**config.mk**
```make
export PLATFORM = sky130hd
export DESIGN_NAME = inst_fetch
export DESIGN_NICKNAME = d
export VERILOG_FILES = /design/src/rtl/inst_fetch.sv
export SDC_FILE = /design/constraint.sdc
export NUM_CORES = 1
export LEC_CHECK = 0
export ABC_CLOCK_PERIOD_IN_PS = 2200
export BUFFER_PORTS_ARGS = -buffer_cell sky130_fd_sc_hd__buf_2
export CAP_MARGIN = 20
export CORE_MARGIN = 4
export CORE_UTILIZATION = 40
export DETAILED_ROUTE_END_ITERATION = 6
export PLACE_DENSITY = 0.75
export SLEW_MARGIN = 20
export SYNTH_ARGS = -nofsm -noshare
export SYNTH_HDL_FRONTEND = slang
export SYNTH_SLANG_ARGS = --single-unit
```
**constraint.sdc**
```tcl
create_clock -name clk -period 2.2 [get_ports clk]
set_clock_uncertainty 0.1 [all_clocks]
set_input_delay 0 -clock clk [delete_from_list [all_inputs] [get_ports clk]]
set_output_delay 0 -clock clk [all_outputs]
set_load 0.02 [all_outputs]
```
**src/rtl/inst_fetch.sv**
```systemverilog
// inst_fetch: fetch-side initiator for the instruction ROM.
// Owns the PC, drives ROM chip enable/address, samples the ROM's same-cycle
// instruction word and registers the PC/instruction pair into IF/ID.
//
// Ports:
//   clk, rst                 clock, synchronous active-high reset
//   stall[5:0]               ctrl stall vector (bit0 PC, bit1 IF, bit2 ID)
//   flush, new_pc            exception flush and its redirect target
//   branch_flag_i            taken branch/jump resolved in ID
//   branch_target_address_i  branch/jump target
//   rom_ce_o, rom_addr_o     ROM chip enable and byte address (= PC)
//   rom_inst_i               ROM data, combinational w.r.t. rom_addr_o
//   id_pc_o, id_inst_o       registered PC/instruction handed to ID
//   id_valid_o, id_adel_o    real-fetch flag, misaligned-fetch flag
//   fetch_cnt_o              count of fetches accepted into IF/ID
module inst_fetch #(
  parameter int unsigned       ADDR_W   = 32,
  parameter int unsigned       INST_W   = 32,
  parameter logic [ADDR_W-1:0] RESET_PC = '0
) (
  input  logic              clk,
  input  logic              rst,
  input  logic [5:0]        stall,
  input  logic              flush,
  input  logic [ADDR_W-1:0] new_pc,
  input  logic              branch_flag_i,
  input  logic [ADDR_W-1:0] branch_target_address_i,
  output logic              rom_ce_o,
  output logic [ADDR_W-1:0] rom_addr_o,
  input  logic [INST_W-1:0] rom_inst_i,
  output logic [ADDR_W-1:0] id_pc_o,
  output logic [INST_W-1:0] id_inst_o,
  output logic              id_valid_o,
  output logic              id_adel_o,
  output logic [31:0]       fetch_cnt_o
);

  typedef enum logic {
    FETCH_OFF,
    FETCH_ON
  } fetch_state_t;

  fetch_state_t      state_q, state_d;
  logic [ADDR_W-1:0] pc_q, pc_d;
  logic              misaligned;
  logic [INST_W-1:0] inst_eff;
  logic              capture;
  logic              bubble;
  logic              stall_unused;

  // Only the PC/IF/ID stall bits matter at this stage.
  assign stall_unused = ^stall[5:3];

  // Enable sequencing: the first edge out of reset only turns the ROM on.
  always_ff @(posedge clk) begin
    if (rst) begin
      state_q <= FETCH_OFF;
      pc_q    <= RESET_PC;
    end else begin
      state_q <= state_d;
      pc_q    <= pc_d;
    end
  end

  always_comb begin
    state_d = state_q;
    pc_d    = pc_q;
    case (state_q)
      FETCH_OFF: state_d = FETCH_ON;
      FETCH_ON: begin
        if (flush) begin
          pc_d = new_pc;
        end else if (!stall[0]) begin
          // A branch arriving while the PC stage is stalled is dropped;
          // ctrl keeps ID stalled so it is re-presented.
          pc_d = branch_flag_i ? branch_target_address_i : pc_q + ADDR_W'(4);
        end
      end
      default: state_d = FETCH_OFF;
    endcase
  end

  assign rom_ce_o   = (state_q == FETCH_ON);
  assign rom_addr_o = pc_q;

  // Misaligned fetches still address the ROM but the word is discarded.
  assign misaligned = (pc_q[1:0] != 2'b00);
  assign inst_eff   = (rom_ce_o && !misaligned) ? rom_inst_i : '0;

  assign bubble  = stall[1] && !stall[2];
  assign capture = !flush && !stall[1];

  always_ff @(posedge clk) begin
    if (rst || flush || bubble) begin
      id_pc_o    <= '0;
      id_inst_o  <= '0;
      id_valid_o <= 1'b0;
      id_adel_o  <= 1'b0;
    end else if (capture) begin
      id_pc_o    <= pc_q;
      id_inst_o  <= inst_eff;
      id_valid_o <= rom_ce_o;
      id_adel_o  <= rom_ce_o && misaligned;
    end
  end

  always_ff @(posedge clk) begin
    if (rst) begin
      fetch_cnt_o <= '0;
    end else if (capture && rom_ce_o) begin
      fetch_cnt_o <= fetch_cnt_o + 32'd1;
    end
  end

endmodule
```
==> key figures <==
Logic synthesis
  • Post-synthesis compound-gate area fraction: 0.231
  • Synth area leader: dfxtp_1
  • Avg Cell Area, Syn: 7.99 µm²
  • Ys flop type: dfxtp_1
  • Cells after Synth: 750
  • Top-count cell post-synth: dfxtp_1
  • Multiplexer area fraction after synthesis: 0.0121
  • Seq/Total Area, Yosys: 0.438
  • #FFs+latches synth: 131
  • Synth async-reset ratio: 0
  • Syn nets: 858
  • Synth area leaders: dfxtp_1, nand2_1, a21oi_1, a22oi_1, nor2_1
  • Leading cell types by count after synthesis: dfxtp_1, nand2_1, nor2_1
  • Top cell type's share of synthesized area: 0.438
  • Synthesis warning total: 0
  • Number of synthesized flops with an enable pin: 0
  • Synth Area in XOR/XNOR: 0.0322
  • Simple-Gate Fraction of Synth Area: 0.235
  • Adder-Cell Fraction of Synth Area: 0.00418
  • Largest family of logic cells by synthesized area: simple AND/OR/NAND/NOR gates
  • Post-synthesis cell area: 5990 µm²
  • Synth cell types: 59

Timing
  • WHS: 26.4 ps
  • Fmax: 479 MHz
  • Rel. slew slack: 0.587
  • Worst-Margin Slew: 619 ps
  • Hold Fails Final Rpt: 0
  • Final Max Slew Viols: 0
  • Fin crit share: 0.949
  • Final setup fails: 0
  • Unrepaired setup endpoints after global routing: false
  • Tmin final: 2090 ps

Place
  • GP Congestion: 0.936
  • # port buffers: 233
  • Post-Place Cells: 1179
  • DP Wirelength: 14.8 mm

Die
  • Die Ht: 130 µm
  • Initial core utilization: 0.411
  • Chip width: 130 µm
  • Core area: 14600 µm²
  • Die area: 17000 µm²
  • Top-Level Pins: 237
  • FP Rows: 44

Drt
  • DRC: 0
  • Number of vias per cell: 5.50
  • DRT iter0 DRCs: 581
  • Wire per inst: 17.2 µm
  • Final ANT Viol Nets: 0
  • Detailed-route via count: 7180
  • Detailed Route WL: 22.5 mm
  • DRT Pass-1 Iters: 5

Global route
  • Initial antenna violation count: 1
  • Gr usage total: 0.256
  • Remaining global-route overflow: 0
  • Met2 usage: 0.451
  • Number of global-route vias before repair: 6963
  • Met3 Use GR: 0.0646
  • Largest net degree at the start of global routing: 55
  • Met1 GRT Util: 0.294
  • GRT Max-Usage Layer: met2
  • First-pass GRT wire length: 34.4 mm

Finish
  • Fin nets: 1216
  • Area grow syn2layout: 55.1%
  • Area of the multi-input gates: 3150 µm²
  • FF/Latch Area: 2650 µm²
  • FILL cells: 1231
  • Finished Layout Cells: 1306
  • Layout cells sized above 1: 0.324

Clock tree
  • Clk root buf: clkbuf_16
  • CTS tree: yes
  • CTS buffer count: 17
  • CTS Sinks: 131
  • Clk slew on worst S/H paths: 60 ps
  • H-tree levels: 4
  • Worst-skew pair later-pin latency: 420 ps
  • Bufs on Longest Clock Path: 2

Status
  • Status: complete, no violations

Critical path
  • R2R Setup Slk: 110 ps
  • R2R Path Start: fetch_cnt_o[7]
  • Kind of critical path: reg -> reg
  • Req. time, crit path: 2450 ps
  • Critical Path Start Type: register
  • R2R cell count: 5
  • Critical R2R Capture: fetch_cnt_o[29]
  • CP arrival: 2330 ps
  • Setup crit end kind: register
  • Crit-path max FO: 7

Power and ir drop
  • Pwr/cell area: 651 nW/µm²
  • Final Total Pwr: 0.00605 W
  • Leak: 3.92 nW
  • Maximum vdd drop: 0.541 mV

Worst hold path
  • Hold Path Stages: 5
  • Hold Path Class: in -> reg
  • Sink of the worst hold path: rom_addr_o[14]
  • Hold wc startpoint: branch_target_address_i[14]

Run
  • MaxCap Viol Count: 0
## sequential cells by signal (all words and copies together), names as in the netlist
name and count:
fetch_cnt_o 32, id_inst_o 32, id_pc_o 32, rom_addr_o 32, id_adel_o 1, id_valid_o 1
rom_ce_o 1
## cells in the final DEF (no fill, tap or decap), drive strengths merged, types with 16 or more instances in the layout
master	instances
buf	301
a21oi	77
inv	19
xnor2	16
clkbuf	28
nand2	109
o21ai	31
dlygate4sd3	91
a22oi	41
nor2	79
dfxtp	131
nand4	19
nand3	22
nor3	18
## metal layers
| metal | routed length [µm] | vias up |
|---|---|---|
| li1 | - | 3438 |
| met4 | 807 | 0 |
| met2 | 11100 | 363 |
| met5 | 0 | - |
| met1 | 8680 | 3312 |
| met3 | 1940 | 67 |
## final cells by class
| type | instances | area share |
|---|---|---|
| timing repair buffer | 392 | 0.281 |
| antenna | 2 | 0.000538 |
| tap | 184 | 0.0248 |
| multi-input combinational | 547 | 0.339 |
| clock inverter | 3 | 0.00444 |
| inverter | 19 | 0.00767 |
| sequential | 131 | 0.285 |
| clock buffer | 28 | 0.0577 |
## report_power, final
group	leakage [nW]	total [W]	internal, W	switching (W)
Combinational	2.57	0.000796	0.000364	0.000432
Clock	0.287	0.00277	0.00176	0.00101
Sequential	1.07	0.00248	0.00242	0.0000625
## what timing repair did
action	in CTS	in global routing
pin swaps	0	3
hold endpoints to repair	62	0
gates resized for setup	5	4
hold buffers	91	0
buffers inserted	0	3
setup endpoints to repair	2	8
## through the flow
stage	setup WS [ps]	instance area [µm²]	TNS [ps]	util
2_1_floorplan	-4.05	6020	-4.05	-
3_3_place_gp	36.2	7730	0	0.530
3_5_place_dp	15.3	7730	0	0.530
4_1_cts	19.1	9250	0	0.634
5_1_grt	4.59	9290	0	0.637
6_report	112	9300	0	0.637
## critical path: stages (launching register included)
cell	delay [ps]
dfxtp_4	340
nand4_1	130
or2_2	340
or4_4	560
or4_1	410
a21oi_1	130
## cells by family (layout without fill, tap and decap cells)
logic type,Yosys count,in the layout
buf+inv,72,442
mux,7,7
simple gates,301,301
fa+ha+maj,2,2
xor+xnor,22,22
flops,131,131
other cells,0,2
compound gates,215,215
## how the worst max path moves through the flow
stage	start	cells past startpoint	end	slack, ps
2_1_floorplan	fetch_cnt_o[8]	6	fetch_cnt_o[29]	-4
4_1_cts	rom_ce_o	7	rom_addr_o[2]	20
5_1_grt	fetch_cnt_o[7]	5	fetch_cnt_o[29]	5
3_3_place_gp	fetch_cnt_o[5]	5	fetch_cnt_o[29]	40
3_5_place_dp	fetch_cnt_o[5]	5	fetch_cnt_o[29]	20
6_report	fetch_cnt_o[7]	5	fetch_cnt_o[29]	110
No activity file was read; power rests on OpenSTA's default activity.
